`src/rtl/seq_det_pkg.sv`:
```
`default_nettype none
// ============================================================================
//  Module      : seq_det_pkg
//  Description : Shared types and constants for the serial 3-bit pattern
//                detector: controller FSM encoding, pattern width and the
//                width of the detector fill counter.
//  Revision    : 1.0 - initial release
// ============================================================================
package seq_det_pkg;

   // Width of the pattern being searched for
   localparam int PAT_W  = 3;

   // Fill counter counts 0..2 bits of valid history
   localparam int FILL_W = 2;

   // Fill value at which the history holds two valid bits
   localparam logic [FILL_W-1:0] c_FILL_FULL = 2'd2;

   // Controller FSM encoding
   typedef enum logic [1:0] {
      ST_IDLE  = 2'd0,
      ST_SHIFT = 2'd1,
      ST_RESP  = 2'd2
   } state_t;

endpackage
`default_nettype wire

```
`src/rtl/seq_det_core.sv`:
```
`default_nettype none
// ============================================================================
//  Module      : seq_det_core
//  Description : Serial 3-bit pattern detector. Keeps the last two fed bits
//                and a fill counter; flags a hit when the two history bits
//                plus the current bit equal the pattern.
//                Configuration macro: PATTERN_OVERLAP_EN
//                  defined   - history is kept after a hit (overlapping
//                              matches allowed)
//                  undefined - fill is cleared on a hit, so the next match
//                              needs three fresh bits
//  Revision    : 1.0 - initial release
// ============================================================================
module seq_det_core
   import seq_det_pkg::*;
(
   input  logic             clk,
   input  logic             rst,
   input  logic             bit_in,
   input  logic             bit_en,
   input  logic [PAT_W-1:0] pattern,
   input  logic             clear,
   output logic             hit
);

   logic [1:0]        r_hist;
   logic [FILL_W-1:0] r_fill;
   logic              w_full;
   logic [FILL_W-1:0] w_fill_inc;

   // A hit is only meaningful on a cycle where a bit is actually fed
   assign w_full     = (r_fill == c_FILL_FULL);
   assign hit        = bit_en && w_full && ({r_hist, bit_in} == pattern);
   assign w_fill_inc = w_full ? r_fill : (r_fill + 1'b1);

   // History shift and fill tracking; clear only forgets the fill, the stale
   // history bits are harmless because fill must reach two again
   always_ff @(posedge clk or negedge rst) begin
      if (!rst) begin
         r_hist <= '0;
         r_fill <= '0;
      end else if (clear) begin
         r_fill <= '0;
      end else if (bit_en) begin
         r_hist <= {r_hist[0], bit_in};
`ifdef PATTERN_OVERLAP_EN
         r_fill <= w_fill_inc;
`else
         r_fill <= hit ? '0 : w_fill_inc;
`endif
      end
   end

endmodule
`default_nettype wire

```
`src/rtl/seq_det_ctrl.sv`:
```
`default_nettype none
// ============================================================================
//  Module      : seq_det_ctrl
//  Description : Word-level controller for the serial pattern detector.
//                Accepts a word on a valid/ready handshake, shifts it MSB
//                first into seq_det_core one bit per cycle, and returns the
//                saturating per-word match count on a second handshake.
//                Configuration macro: PATTERN_OVERLAP_EN (see seq_det_core)
//  Revision    : 1.0 - initial release
// ============================================================================
module seq_det_ctrl
   import seq_det_pkg::*;
#(
   parameter int DATA_W = 8,
   parameter int CNT_W  = 4
) (
   input  logic              clk,
   input  logic              rst,
   input  logic              in_valid,
   output logic              in_ready,
   input  logic [DATA_W-1:0] in_data,
   input  logic [PAT_W-1:0]  cfg_pattern,
   input  logic              flush,
   output logic              out_valid,
   input  logic              out_ready,
   output logic [CNT_W-1:0]  out_count,
   output logic              out_last_hit,
   output logic              busy
);

   localparam int                IDX_W      = (DATA_W > 1) ? $clog2(DATA_W) : 1;
   localparam logic [IDX_W-1:0]  c_IDX_LAST = IDX_W'(DATA_W - 1);
   localparam logic [CNT_W-1:0]  c_CNT_MAX  = {CNT_W{1'b1}};

   state_t              r_state;
   state_t              w_next_state;
   logic [DATA_W-1:0]   r_shift;
   logic [IDX_W-1:0]    r_bit_idx;
   logic [PAT_W-1:0]    r_pattern;
   logic [CNT_W-1:0]    r_count;
   logic                r_last_hit;

   logic                w_accept;
   logic                w_bit_en;
   logic                w_clear;
   logic                w_hit;
   logic                w_final_bit;

   assign w_accept    = (r_state == ST_IDLE) && in_valid;
   assign w_final_bit = (r_bit_idx == '0);
   // Flush is ignored while a word is being scanned
   assign w_clear     = flush && (r_state != ST_SHIFT);

   assign out_count    = r_count;
   assign out_last_hit = r_last_hit;

   seq_det_core u_core (
      .clk     (clk),
      .rst     (rst),
      .bit_in  (r_shift[DATA_W-1]),
      .bit_en  (w_bit_en),
      .pattern (r_pattern),
      .clear   (w_clear),
      .hit     (w_hit)
   );

   // FSM state register
   always_ff @(posedge clk or negedge rst) begin
      if (!rst) begin
         r_state <= ST_IDLE;
      end else begin
         r_state <= w_next_state;
      end
   end

   // Next-state decode and handshake outputs
   always_comb begin
      w_next_state = r_state;
      in_ready     = 1'b0;
      out_valid    = 1'b0;
      busy         = 1'b1;
      w_bit_en     = 1'b0;
      case (r_state)
         ST_IDLE: begin
            in_ready = 1'b1;
            busy     = 1'b0;
            if (in_valid) begin
               w_next_state = ST_SHIFT;
            end
         end
         ST_SHIFT: begin
            w_bit_en = 1'b1;
            if (w_final_bit) begin
               w_next_state = ST_RESP;
            end
         end
         ST_RESP: begin
            out_valid = 1'b1;
            if (out_ready) begin
               w_next_state = ST_IDLE;
            end
         end
         default: begin
            w_next_state = ST_IDLE;
         end
      endcase
   end

   // Word capture, MSB-first shifting, bit index and saturating match count
   always_ff @(posedge clk or negedge rst) begin
      if (!rst) begin
         r_shift    <= '0;
         r_bit_idx  <= '0;
         r_pattern  <= '0;
         r_count    <= '0;
         r_last_hit <= 1'b0;
      end else if (w_accept) begin
         r_shift    <= in_data;
         r_pattern  <= cfg_pattern;
         r_bit_idx  <= c_IDX_LAST;
         r_count    <= '0;
         r_last_hit <= 1'b0;
      end else if (w_bit_en) begin
         r_shift <= r_shift << 1;
         if (!w_final_bit) begin
            r_bit_idx <= r_bit_idx - 1'b1;
         end
         if (w_hit && (r_count != c_CNT_MAX)) begin
            r_count <= r_count + 1'b1;
         end
         if (w_final_bit) begin
            r_last_hit <= w_hit;
         end
      end
   end

endmodule
`default_nettype wire

```
`config.mk`:
```
export PLATFORM = sky130hd
export DESIGN_NAME = seq_det_ctrl
export DESIGN_NICKNAME = d
export VERILOG_FILES = /design/src/rtl/seq_det_pkg.sv /design/src/rtl/seq_det_core.sv /design/src/rtl/seq_det_ctrl.sv
export SDC_FILE = /design/constraint.sdc
export NUM_CORES = 1
export LEC_CHECK = 0
export CORE_MARGIN = 1.5
export CORE_UTILIZATION = 56
export CTS_BUF_LIST = sky130_fd_sc_hd__clkbuf_2 sky130_fd_sc_hd__clkbuf_4 sky130_fd_sc_hd__clkbuf_8
export DETAILED_ROUTE_END_ITERATION = 12
export MAX_ROUTING_LAYER = met4
export PLACE_DENSITY = 0.86
export REMOVE_ABC_BUFFERS = 1
export SLEW_MARGIN = 20
export SYNTH_ARGS = -nofsm -noshare
export SYNTH_HDL_FRONTEND = slang
export SYNTH_SLANG_ARGS = --single-unit
```
`constraint.sdc`:
```
create_clock -name clk -period 5.1 [get_ports clk]
set_input_delay 0.765 -clock clk [delete_from_list [all_inputs] [get_ports clk]]
set_output_delay 0.765 -clock clk [all_outputs]
set_load 0.1 [all_outputs]
```
==> results.tsv, run 1 <==
metric	value	unit
crit path time final	2.94	ns
post-route worst setup slack	2.16	ns
area share of the largest cell type after synthesis	52.5	%
CTS max path bufs	2	
number of enable flip-flop cells after synthesis	0	
port bufs	23	
Initial Util	60.2	%
Crit Path Max Fanout	6	
clock tree sinks	25	
initial antenna violation count	0	
Routed WL	2270	um
DP Worst Slack	2.37	ns
Final period util	57.6	%
IO Count	24	
Synth area leaders	dfrtp_1 52%, nand2_1 12%, a22oi_1 4.4%	
H-tree depth	1	
Avg Inst Size Synth	9.85	um^2
post-synthesis sequential element count	25	
Worst Path Buf+Inv	1	
Crit Path Class	flip-flop to output port	
largest net degree at the start of global routing	26	
Clock Pin Slew Worst Setup and Hold Paths	0.13	ns
R2R setup slack	3.12	ns
FP Rows	16	
DRC viols	0	
Syn Inst Count	121	
most common cell in the netlist	nand2_1	
share of async-settable or async-resettable flops after synthesis	100	%
die height	49.1	um
CTS tree	done	
core outline area	1980	um^2
hold_buf cts	0	
Ys Warns	0	
fin nets	167	
Hold WC Path Type	primary input to asynchronous set/reset pin	
DIE AREA	2420	um^2
GRT Util Overall	21.1	%
Setup Fix Bufs, Post-CTS	0	
Final Hold Vio Count	0	
CP Launch Type	flip-flop	
Slew Viols, Final	0	
P&R area growth vs syn	23.6	%
Final Skew	0.00195	ns
Fin Setup TNS	0	ns
post-route cell area	1470	um^2
CP endpoint kind	output port	
DRT Pass-1 Iters	4	
peak supply drop	0.421	mV
Post-synth top cells	37 x nand2_1, 25 x dfrtp_1, 7 x a22oi_1	
post-route ant nets	0	
DP HPWL	1660	um
Slew headroom	30.8	%
setup violators final	0	
largest area contributor in the netlist	dfrtp_1	
clk_lat worst skew	0.30	ns
Finished Core Util	74.4	%
post-synthesis sequential area ratio	52.5	%
CP max stage cell	clkdlybuf4s50_1	
GP Congestion	0.774	
Inserted Diodes	0	
worst reg-to-reg path cell count	4	
measured slew at the worst slew-check pin	1.03	ns
ys flop type	dfrtp_1	
vias per inst	5.45	
Die W	49.1	um
RR Startpoint	r_state[0]$_DFFE_PN0P_	
vias in the first global route	907	
Power Density	562	nW/um^2
clk root buf	clkbuf_4	
total clock buffers created by CTS	3	
Mapped Area	1190	um^2
Leakage	0.710	nW
Max stage delay on crit path	1.13	ns
Unique masters post-synth	34	
delay-heaviest family, CP	buffers and inverters	
Fmax	0.340	GHz
Critical R2R Capture	r_shift[7]$_DFFE_PN0P_	
first-pass GRT wire length	3820	um
post-cts sizing count	0	
area post-placement	1450	um^2
Max-Cap Viols	0	
cells along the critical path	and2b_1 > clkdlybuf4s50_1	
proportion of layout cells with a drive suffix above 1	6.16	%
mean routed wirelength per cell	13.1	um
unrepaired setup endpoints after global routing	no	
final total power	828	uW
crit path DAT	2.17	ns
status	completed	
Vias	943	
global route overflow	0	
Iteration-0 DRC Markers	16	
Worst Path Required	4.34	ns
-- worst register-to-register path, stage by stage (launching register included) --
cell     delay, ns
dfrtp_1       0.48
nor3b_2       0.87
nor2_1        0.30
nand2_1       0.16
nand2_1       0.06
-- registers in the layout, indices dropped and copies added (netlist names) --
signal,cells
out_count,4
out_last_hit,1
r_bit_idx,3
r_pattern,3
r_shift,8
r_state,2
u_core.r_fill,2
u_core.r_hist,2
-- power by group --
part           internal (mW)  switching [mW]  leakage [nW]
sequential             0.275          0.0568         0.316
clock                 0.0358          0.0553        0.0184
combinational          0.140           0.265         0.376
-- per-layer routing --
metal | vias to the layer above | track usage, % | wire [um] | part of all wire (%)
li1 | 464 | - | - | -
met1 | 456 | 25.8 | 1040 | 46
met2 | 21 | 36.0 | 1140 | 50
met3 | 2 | 2.76 | 73 | 3.2
met4 | 0 | 7.14 | 14 | 0.62
met5 | - | - | 0 | 0
-- through the flow --
step           hold slack (ns)  std cells
6_report                 0.414        173
5_1_grt                  0.442        173
4_1_cts                  0.510        173
3_5_place_dp             0.476        169
3_3_place_gp             0.462        169
2_1_floorplan            0.446        119
-- placed cells by master, fill, tap and decap left out, drive strengths merged, types with 2 or more instances in the layout --
cell            n
inv             5
xor2            4
o211ai          2
clkbuf          4
o21ai           5
nor3b           2
a22oi           7
nor2            3
nand2          37
nand3           2
clkdlybuf4s50  22
nor3            2
a21oi           3
dfrtp          25
nand3b          2
ha              4
-- how the worst max path moves through the flow --
| stage | slack (ns) | from | depth (start not counted) | endpoint |
|---|---|---|---|---|
| 2_1_floorplan | 1.62 | r_state[0]$_DFFE_PN0P_ | 2 | busy |
| 3_3_place_gp | 2.48 | in_valid | 5 | r_shift[2]$_DFFE_PN0P_ |
| 3_5_place_dp | 2.37 | in_valid | 5 | r_shift[7]$_DFFE_PN0P_ |
| 4_1_cts | 2.15 | r_state[0]$_DFFE_PN0P_ | 2 | out_valid |
| 5_1_grt | 2.08 | r_state[0]$_DFFE_PN0P_ | 2 | out_valid |
| 6_report | 2.16 | r_state[0]$_DFFE_PN0P_ | 2 | out_valid |
-- kinds of logic (layout without fill, tap and decap cells) --
kind of cell	count (synthesis)	after routing	synth area share, %
xor gates and xnor gates	5	5	3.67
AOI/OAI and AO/OA	23	23	13.5
and+or+nand+nor	57	57	23.9
buffers and inverters	7	32	2.20
adders and majority gates	4	4	4.20
DFF	25	25	52.5
-- area by class of cell --
| type | count | area (um^2) |
|---|---|---|
| clock buffers | 4 | 30.0 |
| fillers | 144 | 508 |
| inverters | 5 | 18.8 |
| multi-input cells | 89 | 541 |
| flip-flops and latches | 25 | 626 |
| well taps | 27 | 33.8 |
| repair buffers | 23 | 225 |
(Power assumes the default switching activity.)
==> run 2, diff against run 1 <==
CORE_UTILIZATION = 52   (was 56)
PLACE_DENSITY = 0.81   (was 0.86)
clock period = 2.9 ns   (was 5.1 ns; I/O delays follow)
==> run 2 against run 1 <==
Against the previous run: sequential share of layout area decreased by 0.25 points; die area rose by 7.2%; clock skew shrank 0.00090 ns; clock-buffer cell count is the same; register-to-register slack lost 2.2 ns; non-clock buffer count increased by 3; global-route usage rose by 0.71 points.
==> results.tsv, run 2 (same netlist as run 1, synthesis figures left out) <==
metric	value	unit
FP Rows	17	
commonest cells after routing, fill and taps aside	37 x nand2_1, 25 x dfrtp_1, 15 x clkdlybuf4s50_1	
max FFs per register	8	
Vias	967	
area post-placement	1450	um^2
clk root buf	clkbuf_4	
fin nets	170	
DP Worst Slack	0.985	ns
delay-heaviest family, CP	simple AND/OR/NAND/NOR gates	
largest register by flop count	r_shift	
crit path time final	2.00	ns
worst reg-to-reg path cell count	6	
Worst Setup EP	out_count[3]$_DFFE_PN0P_	
clock tree sinks	25	
Critical R2R Capture	out_count[3]$_DFFE_PN0P_	
Iteration-0 DRC Markers	32	
cells along the critical path	inv_1 > ha_1 > nand3b_4 > or4_4 > o311ai_0 > o41ai_1	
largest net degree at the start of global routing	26	
Slew Viols, Final	0	
Final Non-Filler Cells	177	
Initial Util	54.4	%
vias in the first global route	925	
post-route worst setup slack	0.896	ns
port bufs	23	
Global Route met1 Usage	25.0	%
crit path DAT	2.21	ns
H-tree depth	1	
crit path from	u_core.r_fill[0]$_DFFE_PN0P_	
P&R area growth vs syn	24.3	%
peak supply drop	0.684	mV
CP max stage cell	or4_4	
Max-Cap Viols	0	
GP Congestion	0.837	
Hold WC Path Type	primary input to asynchronous set/reset pin	
DP HPWL	1730	um
CTS max path bufs	2	
DIE AREA	2590	um^2
Inst Count DP	173	
Leakage	0.739	nW
clk_lat worst skew	0.32	ns
gr busiest metal	met2	
measured slew at the worst slew-check pin	0.581	ns
DRC viols	0	
unrepaired setup endpoints after global routing	no	
initial antenna violation count	0	
proportion of layout cells with a drive suffix above 1	12.8	%
Inserted Diodes	0	
CTS tree	done	
Fmax	0.499	GHz
GRT Util Overall	21.8	%
Final Skew	0.00105	ns
post-route ant nets	0	
commonest non-fill, non-tap cell in the layout	nand2_1	
IO Count	24	
Crit Path Max Fanout	6	
R2R setup slack	0.90	ns
CP Launch Type	flip-flop	
total clock buffers created by CTS	3	
DRT Pass-1 Iters	4	
status	completed	
Routed WL	2430	um
Power Density	1000	nW/um^2
vias per inst	5.46	
global route overflow	0	
Die W	50.9	um
CP endpoint kind	flip-flop	
Final Hold Vio Count	0	
Setup Fix Bufs, Post-CTS	0	
met3 Use GR	2.63	%
first-pass GRT wire length	4040	um
die height	50.9	um
Max stage delay on crit path	0.56	ns
Worst Path Buf+Inv	1	
setup violators final	0	
Clock Pin Slew Worst Setup and Hold Paths	0.14	ns
critical path depth in cells	6	
core outline area	2190	um^2
Final period util	69.1	%
Worst Path Required	3.11	ns
post-cts sizing count	0	
RR Startpoint	u_core.r_fill[0]$_DFFE_PN0P_	
mean routed wirelength per cell	13.8	um
hold_buf cts	0	
met2 usage	37.7	%
Slew headroom	60.9	%
post-route cell area	1480	um^2
Crit Path Class	flip-flop to flip-flop	
==> run 2: worst min path at each step <==
stage | start | to
floorplan | rst | out_count[0]$_DFFE_PN0P_
global placement | r_shift[2]$_DFFE_PN0P_ | r_shift[2]$_DFFE_PN0P_
detailed placement | r_shift[1]$_DFFE_PN0P_ | r_shift[1]$_DFFE_PN0P_
CTS | rst | r_state[1]$_DFFE_PN0P_
global route | rst | r_bit_idx[2]$_DFFE_PN0P_
finish | rst | r_state[1]$_DFFE_PN0P_
==> run 2: stage by stage <==
step / hold slack, ns / power (mW) / TNS, ns / utilization [%]
after detailed placement: 0.472 / 1.32 / 0 / 66.3
after floorplan: 0.139 / 1.12 / -0.246 / -
after global placement: 0.462 / 1.28 / 0 / 66.3
after CTS: 0.464 / 1.49 / 0 / 67.7
after global routing: 0.475 / 1.58 / 0 / 67.7
final: 0.453 / 1.48 / 0 / 67.7
==> run 2: per-layer routing <==
metal,part of all wire (%),vias up,routed length (um)
met1,45,467,1100
met5,0,-,0
met4,1.2,0,29
met3,3.8,4,92
met2,50,23,1210
li1,-,473,-
==> run 2: where the power goes <==
group	internal (mW)	switching [mW]
clock	0.0633	0.107
sequential	0.483	0.0904
combinational	0.254	0.485
total	0.800	0.683
==> run 2: layout make-up <==
class / instances / area (um^2)
clock buffer: 4 / 30.0
fill: 189 / 708
inverter: 5 / 18.8
multi-input combinational: 89 / 541
sequential: 25 / 626
tap: 28 / 35.0
timing repair buffer: 26 / 233
==> run 2: worst register-to-register path, stage by stage, from the launching register on <==
cell	delay (ns)
dfrtp_1	0.40
inv_1	0.08
ha_1	0.24
nand3b_4	0.11
or4_4	0.56
o311ai_0	0.36
o41ai_1	0.14
==> run 3, diff against run 2 <==
CORE_UTILIZATION = 47   (was 52)
PLACE_DENSITY = 0.77   (was 0.81)
clock period = 1.69 ns   (was 2.9 ns; I/O delays follow)
==> run 3 against run 2 <==
Against the previous run: combinational power grew 120%; maximum frequency grew 19%; hold slack lost 0.18 ns; clock skew grew 0.0015 ns; utilization grew 2.7 points; clock-buffer cell count shrank 1; critical path type unchanged; global-route usage grew 0.83 points; design area grew 15%; register-to-register slack lost 0.89 ns; first-iteration DRC count shrank 47%; flip-flop and latch count is the same; highest routed layer unchanged; non-clock buffer count grew 12.
==> results.tsv, run 3 (same netlist as run 1, synthesis figures left out) <==
metric	value	unit
R2R setup slack	0.001	ns
DRC viols	0	
Inserted Diodes	0	
Final Hold Vio Count	0	
first-pass GRT wire length	4510	um
unrepaired setup endpoints after global routing	yes	
P&R area growth vs syn	43.5	%
Fin Setup TNS	0	ns
largest register by flop count	r_shift	
CTS max path bufs	2	
Routed WL	2700	um
crit path time final	1.69	ns
sw frac	44.2	%
commonest cells after routing, fill and taps aside	37 x nand2_1, 25 x dfrtp_1, 15 x clkdlybuf4s50_1	
Crit Path Max Fanout	3	
Slew headroom	78.1	%
Final period util	99.9	%
clock tree sinks	25	
P_int	1.60	mW
Fmax	0.592	GHz
core outline area	2430	um^2
post-route cell area	1710	um^2
RR Startpoint	u_core.r_fill[0]$_DFFE_PN0P_	
global route overflow	0	
worst reg-to-reg path cell count	6	
Vias	1044	
commonest non-fill, non-tap cell in the layout	nand2_1	
Worst Path Required	1.96	ns
DIE AREA	2850	um^2
post-route ant nets	0	
hold_buf cts	0	
Die W	53.4	um
CP max stage cell	or4_4	
critical path depth in cells	6	
Max-Cap Viols	0	
GRT Util Overall	22.6	%
clk root buf	clkbuf_4	
area post-placement	1640	um^2
GP Congestion	0.786	
setup violators final	0	
H-tree depth	1	
vias per inst	5.47	
FP Rows	18	
fin nets	182	
Hold WC Path Type	primary input to asynchronous set/reset pin	
proportion of layout cells with a drive suffix above 1	23.0	%
cells along the critical path	inv_2 > ha_4 > nand3b_4 > or4_4 > or3_4 > a21oi_2	
total clock buffers created by CTS	3	
Finished Core Util	70.4	%
largest net degree at the start of global routing	26	
CTS tree	done	
CP Launch Type	flip-flop	
Max stage delay on crit path	0.45	ns
port bufs	23	
CP endpoint kind	flip-flop	
Slew Viols, Final	0	
peak supply drop	1.30	mV
vias in the first global route	1006	
crit path from	u_core.r_fill[0]$_DFFE_PN0P_	
status	completed	
Crit Path Class	flip-flop to flip-flop	
Worst Setup EP	out_last_hit$_DFFE_PN0P_	
Initial Util	49.0	%
Iteration-0 DRC Markers	17	
measured slew at the worst slew-check pin	0.326	ns
Clock Pin Slew Worst Setup and Hold Paths	0.14	ns
P_sw	1.27	mW
max FFs per register	8	
Clk network pwr share	9.7	%
die height	53.4	um
DP HPWL	2110	um
DRT Pass-1 Iters	4	
Leakage	0.831	nW
Worst Path Buf+Inv	1	
Comb power frac	56.2	%
Critical R2R Capture	out_last_hit$_DFFE_PN0P_	
Final Skew	0.00254	ns
clk_lat worst skew	0.32	ns
initial antenna violation count	0	
crit path DAT	1.96	ns
mean routed wirelength per cell	14.1	um
share of power burned in registers	34.0	%
IO Count	24	
Power Density	1670	nW/um^2
delay-heaviest family, CP	simple AND/OR/NAND/NOR gates	
[run 3: metal layers]
metal	track usage [%]	share of wire, %
met1	27.1	43
met2	38.3	51
met3	3.95	4.7
met4	7.69	1.1
met5	-	0
[run 3: layout make-up]
class / instances / area (um^2)
fill: 194 / 721
clock buffer: 3 / 22.5
clock inverter: 1 / 5.00
multi-input combinational: 89 / 576
inverter: 5 / 18.8
tap: 30 / 37.5
timing repair buffer: 38 / 427
sequential: 25 / 626
[run 3: repair_timing]
action,in CTS,in global routing
pin swaps,2,0
setup endpoints to repair,6,5
buffers inserted,1,0
gates resized for setup,8,2
[run 3: through the flow]
step | total power, mW | setup WS [ns] | cells | hold slack [ns]
detailed placement | 2.55 | -0.173 | 186 | 0.472
CTS | 2.87 | 0.0135 | 191 | 0.292
finish | 2.87 | 0.00114 | 191 | 0.276
global route | 3.04 | -0.0461 | 191 | 0.304
floorplan | 1.92 | -1.27 | 119 | -0.0421
global placement | 2.44 | -0.0765 | 186 | 0.462
[run 3: power groups by stage]
stage                     sequential [mW]  combinational [mW]  clock (mW)
after global routing                0.997                1.75       0.295
final                               0.976                1.61       0.279
after global placement              0.971                1.47           0
after floorplan                      1.04               0.885           0
after detailed placement            0.995                1.56           0
after CTS                           0.979                1.62       0.276
[run 3: worst min path at each step]
| stage | to | cells after the start |
|---|---|---|
| 5_1_grt | r_bit_idx[1]$_DFFE_PN0P_ | 2 |
| 3_3_place_gp | r_shift[2]$_DFFE_PN0P_ | 2 |
| 4_1_cts | r_shift[5]$_DFFE_PN0P_ | 2 |
| 6_report | r_bit_idx[2]$_DFFE_PN0P_ | 2 |
| 2_1_floorplan | out_count[0]$_DFFE_PN0P_ | 0 |
| 3_5_place_dp | r_shift[4]$_DFFE_PN0P_ | 2 |
